[src/rtl/hazard_scoreboard.sv]
// ID-stage interlock and operand forwarding: per-register countdown scoreboard for LOAD/MUL results.
// Optional performance counters are compiled in with `define HAZARD_PERF_EN.
module hazard_scoreboard #(
  parameter int DATA_W   = 32,
  parameter int LOAD_LAT = 1,
  parameter int MUL_LAT  = 4,
  parameter int CNT_W    = 3
) (
  input  logic              clk,
  input  logic              rst,
  input  logic              id_valid,
  input  logic              id_flush,
  input  logic [4:0]        id_rs_addr,
  input  logic [4:0]        id_rt_addr,
  input  logic              id_rs_used,
  input  logic              id_rt_used,
  input  logic              id_we,
  input  logic [4:0]        id_wa,
  input  logic [1:0]        id_lat_cls,
  input  logic [DATA_W-1:0] rs_data_in,
  input  logic [DATA_W-1:0] rt_data_in,
  input  logic              ex_we,
  input  logic [4:0]        ex_wa,
  input  logic [DATA_W-1:0] ex_data,
  input  logic              mem_we,
  input  logic [4:0]        mem_wa,
  input  logic [DATA_W-1:0] mem_data,
`ifdef HAZARD_PERF_EN
  input  logic              perf_clr,
  output logic [31:0]       perf_stall_cycles,
  output logic [31:0]       perf_waw_stalls,
`endif
  output logic [DATA_W-1:0] rs_data,
  output logic [DATA_W-1:0] rt_data,
  output logic              stall
);

  localparam logic [CNT_W-1:0] LOAD_C = CNT_W'(LOAD_LAT);
  localparam logic [CNT_W-1:0] MUL_C  = CNT_W'(MUL_LAT);

  logic [31:0][CNT_W-1:0] cnt_q, cnt_d;
  logic [CNT_W-1:0]       new_lat;
  logic                   hz_rs, hz_rt, waw, issue, live;

  always_comb begin
    case (id_lat_cls)
      2'd1:    new_lat = LOAD_C;
      2'd2:    new_lat = MUL_C;
      default: new_lat = '0;
    endcase
  end

  assign live  = id_valid & ~id_flush;
  assign hz_rs = id_rs_used & (id_rs_addr != 5'd0) & (cnt_q[id_rs_addr] != '0);
  assign hz_rt = id_rt_used & (id_rt_addr != 5'd0) & (cnt_q[id_rt_addr] != '0);
  // Refuse a write that would retire before an older pending write to the same register.
  assign waw   = id_we & (id_wa != 5'd0) & (cnt_q[id_wa] > new_lat);
  assign stall = live & (hz_rs | hz_rt | waw);
  assign issue = live & ~stall & id_we & (id_wa != 5'd0);

  always_comb begin
    cnt_d = '0;
    for (int i = 1; i < 32; i++) begin
      cnt_d[i] = (cnt_q[i] != '0) ? cnt_q[i] - CNT_W'(1) : '0;
      if (issue && id_wa == 5'(i)) cnt_d[i] = new_lat;
    end
  end

  always_ff @(posedge clk or posedge rst) begin
    if (rst) cnt_q <= '0;
    else     cnt_q <= cnt_d;
  end

  function automatic logic [DATA_W-1:0] fwd(input logic [4:0] a, input logic [DATA_W-1:0] rf);
    if (a == 5'd0)                fwd = '0;
    else if (ex_we && ex_wa == a)   fwd = ex_data;
    else if (mem_we && mem_wa == a) fwd = mem_data;
    else                          fwd = rf;
  endfunction

  assign rs_data = fwd(id_rs_addr, rs_data_in);
  assign rt_data = fwd(id_rt_addr, rt_data_in);

`ifdef HAZARD_PERF_EN
  logic [31:0] stall_cnt_q, waw_cnt_q;
  always_ff @(posedge clk or posedge rst) begin
    if (rst) begin
      stall_cnt_q <= '0;
      waw_cnt_q   <= '0;
    end else if (perf_clr) begin
      stall_cnt_q <= '0;
      waw_cnt_q   <= '0;
    end else begin
      if (stall && stall_cnt_q != 32'hFFFF_FFFF) stall_cnt_q <= stall_cnt_q + 32'd1;
      if (stall && waw && !hz_rs && !hz_rt && waw_cnt_q != 32'hFFFF_FFFF)
        waw_cnt_q <= waw_cnt_q + 32'd1;
    end
  end
  assign perf_stall_cycles = stall_cnt_q;
  assign perf_waw_stalls   = waw_cnt_q;
`endif

endmodule
[config.mk]
export PLATFORM = sky130hd
export DESIGN_NAME = hazard_scoreboard
export DESIGN_NICKNAME = d
export VERILOG_FILES = /design/src/rtl/hazard_scoreboard.sv
export SDC_FILE = /design/constraint.sdc
export NUM_CORES = 1
export LEC_CHECK = 0
export CAP_MARGIN = 20
export CORE_UTILIZATION = 30
export DETAILED_ROUTE_END_ITERATION = 10
export PLACE_DENSITY = 0.61
export SLEW_MARGIN = 40
export SYNTH_ARGS = -nofsm -noshare
export SYNTH_HDL_FRONTEND = slang
export SYNTH_SLANG_ARGS = --single-unit
export TNS_END_PERCENT = 30
[constraint.sdc]
create_clock -name clk -period 18.1 [get_ports clk]
set_input_delay 3.62 -clock clk [delete_from_list [all_inputs] [get_ports clk]]
set_output_delay 3.62 -clock clk [all_outputs]
set_load 0.01 [all_outputs]
======== Word-level counts from Yosys, hierarchy flattened ========
Index checks and enable logic that the tools add are counted.
storage, ports and cells
  bits in read-only memories .............. 0
  input port bits ......................... 164
  bits in latches ......................... 0
  register bits after elaboration ......... 93
  memories kept ........................... 0
  RAM bits ................................ 0
  word-level logic and storage cells ...... 266
operators by class
  divide/modulo/power cells ............... 0
  shift-type cells ........................ 0
  magnitude comparators ................... 4
  multiplexer cells ....................... 75
  bitwise operators ....................... 15
  multipliers ............................. 0
  $add $sub $neg .......................... 31
  equality and inequality tests ........... 37
  reduce and logical (&&, ||, !) cells .... 73
operator list
  kind                 number
  $mux 3               65
  $mux 32              6
  $reduce_bool 3->1    33
  $sub 3x1->3 const B  31
  $eq 5x5->1 const B   16
  $bmux 3 s5           3
  $eq 5x4->1 const B   8
  $logic_and 1x1->1    35
  $eq 5x3->1 const B   4
  $eq 5x5->1           4
  $lt 5x6->1 const B   3
  $reduce_bool 5->1    3
  $and 1x1->1          11
  $eq 5x2->1 const B   2
  $logic_not 5->1      2
  $pmux 3 s2           1
  $eq 5x1->1 const B   1
  $gt 3x3->1           1
  $eq 2x1->1 const B   1
  $eq 2x2->1 const B   1
  $not 1->1            2
  $or 1x1->1           2

======== Depth between registers and ports, before layout ========
  depth after elaboration ................. 13
  mapped depth ............................ 19
  depth with buffers taken out ............ 14

======== Least setup slack after synthesis ========
No wires, ideal clock.
  path kind ............................... input to output
  start point ............................. in id_wa[0]
  end point ............................... out stall
  data required time ...................... 14480 ps
  slack ................................... 7075 ps
  arrival time ............................ 7405 ps
  cell stages on the path ................. 15
  cell sequence ........................... clkbuf_1 -> buf_1 -> buf_6 -> mux4_1 -> mux4_2 -> mux2i_1 -> ha_1 -> nand2_1 -> a21oi_1 -> a311oi_1 -> a21oi_1 -> o22ai_4 -> buf_12 -> nor2_1 -> nor3b_1
on the way
  cells in the longest elaborated chain, start to end .. 6
RTL lines
  what                          line  text
  from (decl)                   18    input logic [4:0] id_wa,
  $bmux 3 s5                    57    assign waw = id_we & (id_wa != 5'd0) & (cnt_q[id_wa] > new_lat);
  $mux 3 (not written as such)  57
  $gt 3x3->1                    57
  $and 1x1->1 (*)               57
  $or 1x1->1 (*)                58    assign stall = live & (hz_rs | hz_rt | waw);
  $and 1x1->1 (*)               58
  to (decl)                     35    output logic stall
Mark *: on every way between the ends. The rest lies on a longest branch, timed or not. The select of a mux whose other input is x is not followed.

======== Final worst setup path ========
Same ends and word-level chain as after synthesis.

==> results.ini <==
[worst_setup_path]
crit_path_cell_trace = clkdlybuf4s50_1 -> buf_4 -> mux4_2 -> mux4_2 -> nor2_1 -> a21oi_1 -> ha_1 -> nand2_1 -> a21oi_1 -> a311oi_1 -> a21oi_1 -> o22ai_4 -> nor2_1 -> nor3b_1 -> clkdlybuf4s50_1
rr_endpoint = cnt_q[5]$_DFF_PP0_
setup.worst_path.end_class = output pin
cpLargestDelayFamily = buffers and inverters
reg2reg_slack_ns = 14.08
timing.rr.start = cnt_q[95]$_DFF_PP0_
crit_buf_inv = 3
cp_data_arrival_time_ns = 7.65
critical_path.max_stage_delay_ns = 0.57
critPathLaunchType = primary input
crit_slowest_cell = clkdlybuf4s50_1
worst_r2r_path_depth = 13
critical_path.max_fanout = 27
cp_common_cell = a21oi_1
cp.required_ns = 14.48
path_class = primary input to output pin

[timing]
fin_tns_setup_ns = 0
skew_ns = 0.00948
hold_viol = 0
finalCritPeriodShare = 0.623
period_needed_ns = 11.27
fmax_mhz = 88.7
rsz0062_at_grt = false
tightest_slew_ns = 0.835
slew_headroom = 0.442
maxSlewViolCount = 0
setup_viol_count_final = 0

[synthesis]
synth_compound_area_frac = 0.115
mappedNetlistArea_sq_um = 9300
synth_top_family_by_area = multiplexers
synth-seq-area-share = 0.250
synth_async_sr_flop_share = 1.00
netlist_instances = 960
ys_types = 66
synth_edf_count = 0
synth_xor_area_frac = 0.0188
muxShareOfSynthArea = 0.232
yosysWarnings = 0
synthAdderAreaFrac = 0.0861
synth-simple-area-share = 0.220
syn_area_per_cell_sq_um = 9.69
synth_nets = 1188
synth_seq_cells = 93
synth_ff_type = dfrtp_1

[final_layout]
area_growth_pct = 29.9
largest_reg_flops = 93
postLayoutCoreUtil = 0.396
largest-register = cnt_q
largestRegisters = cnt_q x93
fin_nets = 1372
drive_above_1_share = 0.123

[power_and_ir_drop]
switching_share = 0.313
p_leak_nw = 4.91
power_frac_seq = 0.371
intPower_uw = 418
comb_power_share = 0.310
ir_worst_vdd_mv = 0.0421
power_density_nw_per_um2 = 50.4
clockPowerShare = 0.319
switchingPower_uw = 190

[hold_path]
hp-start = cnt_q[67]$_DFF_PP0_
min_to = cnt_q[67]$_DFF_PP0_
hold_depth = 2
hp-class = register to register

[clocking]
postCtsSetupBuffers = 0
ctsHtreeMaxLevel = 3
cts_tree = built
clock_sinks = 93
numCtsBuffers = 9
cts.root.buffer_cell = clkbuf_16
cts_resized = 0
clk_pin_slew_ns = 0.07
ctsLongestPathBuffers = 2
postCtsHoldBufs = 0
insertion_delay_ns = 0.36

[route]
drt-initial-drc-count = 630
via_per_inst = 5.29
routedWlPerCell_microns = 20.4
firstDrtPassIters = 5
ant_nets = 0
via_count = 8190
drc_errors = 0
routed_wl_microns = 31600

[placement]
dp_hpwl_microns = 24100
portBuffers = 228
gp_congestion = 0.910

[die]
fp.dieH_microns = 178
rows = 64
die-area_sq_um = 31700
io_pins = 229
initial_core_util = 0.305
chipWidth_microns = 178
fp.coreArea_sq_um = 30500

[grt]
grt_pass1_vias = 7965
antenna_found_initial = 4
grt_start_max_net_pins = 63
grt_pass1_wl_microns = 47400
grtUsageTotal = 0.197
grt-ovfl-total = 0

[run]
cap_violations = 0

[run_status]
status = finished clean

==> synthesized netlist by cell type (all sizes together), types with 5 or more instances <==
cell	count	area, sq um
nand2b	6	37.5
inv	68	255
xor2	16	140
o21ai	9	45.0
a21oi	41	205
nor4	51	773
ha	64	801
mux2	66	743
clkbuf	38	206
or2	24	155
nor3	18	95.1
buf	28	195
nor4b	6	58.8
a211oi	74	556
mux4	31	713
dfrtp	93	2330
mux2i	70	701
nor2	119	447
a221oi	5	50.0
nand3	7	35.0
nand2	74	278
==> layout make-up <==
| class | count | area, sq um |
|---|---|---|
| Multi-Input combinational cell | 730 | 6290 |
| Timing Repair Buffer | 241 | 2390 |
| Tap cell | 396 | 495 |
| Clock inverter | 6 | 62.6 |
| Inverter | 69 | 260 |
| Clock buffer | 10 | 239 |
| Sequential cell | 93 | 2330 |
| Antenna cell | 4 | 10.0 |
| Fill cell | 3044 | 18400 |
==> layout by cell type, fill, tap and decap left out, types with 3 or more instances in the layout <==
cell             netlist  final
o21ai_0                9      9
nand2b_1               6      4
nor3b_1                4      4
mux4_1                 4      4
nor4_4                29     30
buf_4                  3     10
a21oi_1               41     41
nand2_1               74     73
o211ai_1               4      4
clkinv_2               0      4
a221oi_1               4      4
mux2_1                58     58
xor2_1                16     16
inv_1                 66     65
nand3_1                7      5
diode_2                0      4
or2_2                 22     22
mux2i_1               70     70
nor2_1               119    118
dfrtp_1               93     93
xnor2_1                4      4
nor3_1                17     17
mux2_2                 8      8
nor4b_1                5      5
nor4_1                19     19
a211oi_1              74     74
nor2b_1                4      4
buf_6                  2      3
and2b_2                3      3
clkdlybuf4s50_1        0    228
ha_1                  64     64
clkbuf_16              0      9
a311oi_1               4      4
mux4_2                27     27
==> routing by layer <==
layer,up-vias,GRT usage,routed length (microns),share of wire
li1,3826,-,-,-
met5,-,0,0,0
met2,368,0.326,14900,0.47
met1,3964,0.255,13300,0.42
met4,0,0.0637,625,0.020
met3,32,0.0424,2850,0.090
==> per-stage QoR <==
stage | hold slack (ns) | std cells | setup slack (ns) | instance area [sq um] | power (mW)
6_report | 0.548 | 1549 | 6.83 | 12100 | 0.608
5_1_grt | 0.578 | 1549 | 6.58 | 12100 | 0.636
4_1_cts | 0.546 | 1545 | 6.84 | 12100 | 0.615
3_5_place_dp | 0.536 | 1529 | 6.85 | 11800 | 0.417
3_3_place_gp | 0.538 | 1529 | 6.90 | 11700 | 0.415
2_1_floorplan | 0.508 | 960 | 7.08 | 9300 | 0.333
==> power by group through the flow <==
stage / logic (mW) / registers (mW) / clock network [mW]
2_1_floorplan: 0.108 / 0.224 / 0
3_3_place_gp: 0.186 / 0.229 / 0
3_5_place_dp: 0.188 / 0.229 / 0
4_1_cts: 0.189 / 0.225 / 0.201
5_1_grt: 0.203 / 0.226 / 0.206
6_report: 0.189 / 0.226 / 0.194
==> how the worst max path moves through the flow <==
stage / startpoint / endpoint / slack [ns] / depth (start not counted)
after detailed placement: id_wa[0] / stall / 6.85 / 15
after global routing: id_wa[0] / stall / 6.58 / 15
final: id_wa[0] / stall / 6.83 / 15
after floorplan: id_wa[0] / stall / 7.08 / 15
after global placement: id_wa[0] / stall / 6.90 / 15
after CTS: id_wa[0] / stall / 6.84 / 15
==> worst register-to-register path, stage by stage (launching register included) <==
cell,delay (ns)
dfrtp_1,0.48
mux4_2,0.49
mux4_2,0.47
nor2_1,0.11
a21oi_1,0.05
ha_1,0.30
nand2_1,0.07
a21oi_1,0.22
a311oi_1,0.12
a21oi_1,0.27
o22ai_4,0.13
buf_6,0.30
nor4_2,0.51
mux2_2,0.38
==> cell families after synthesis <==
kind of cell             after synthesis
AO/OA/AOI/OAI                        152
XOR/XNOR                              20
adder cells (fa/ha/maj)               64
buffers and inverters                137
flip-flops                            93
multiplexers                         167
AND/OR/NAND/NOR                      327
No activity file was read; power rests on OpenSTA's default activity.
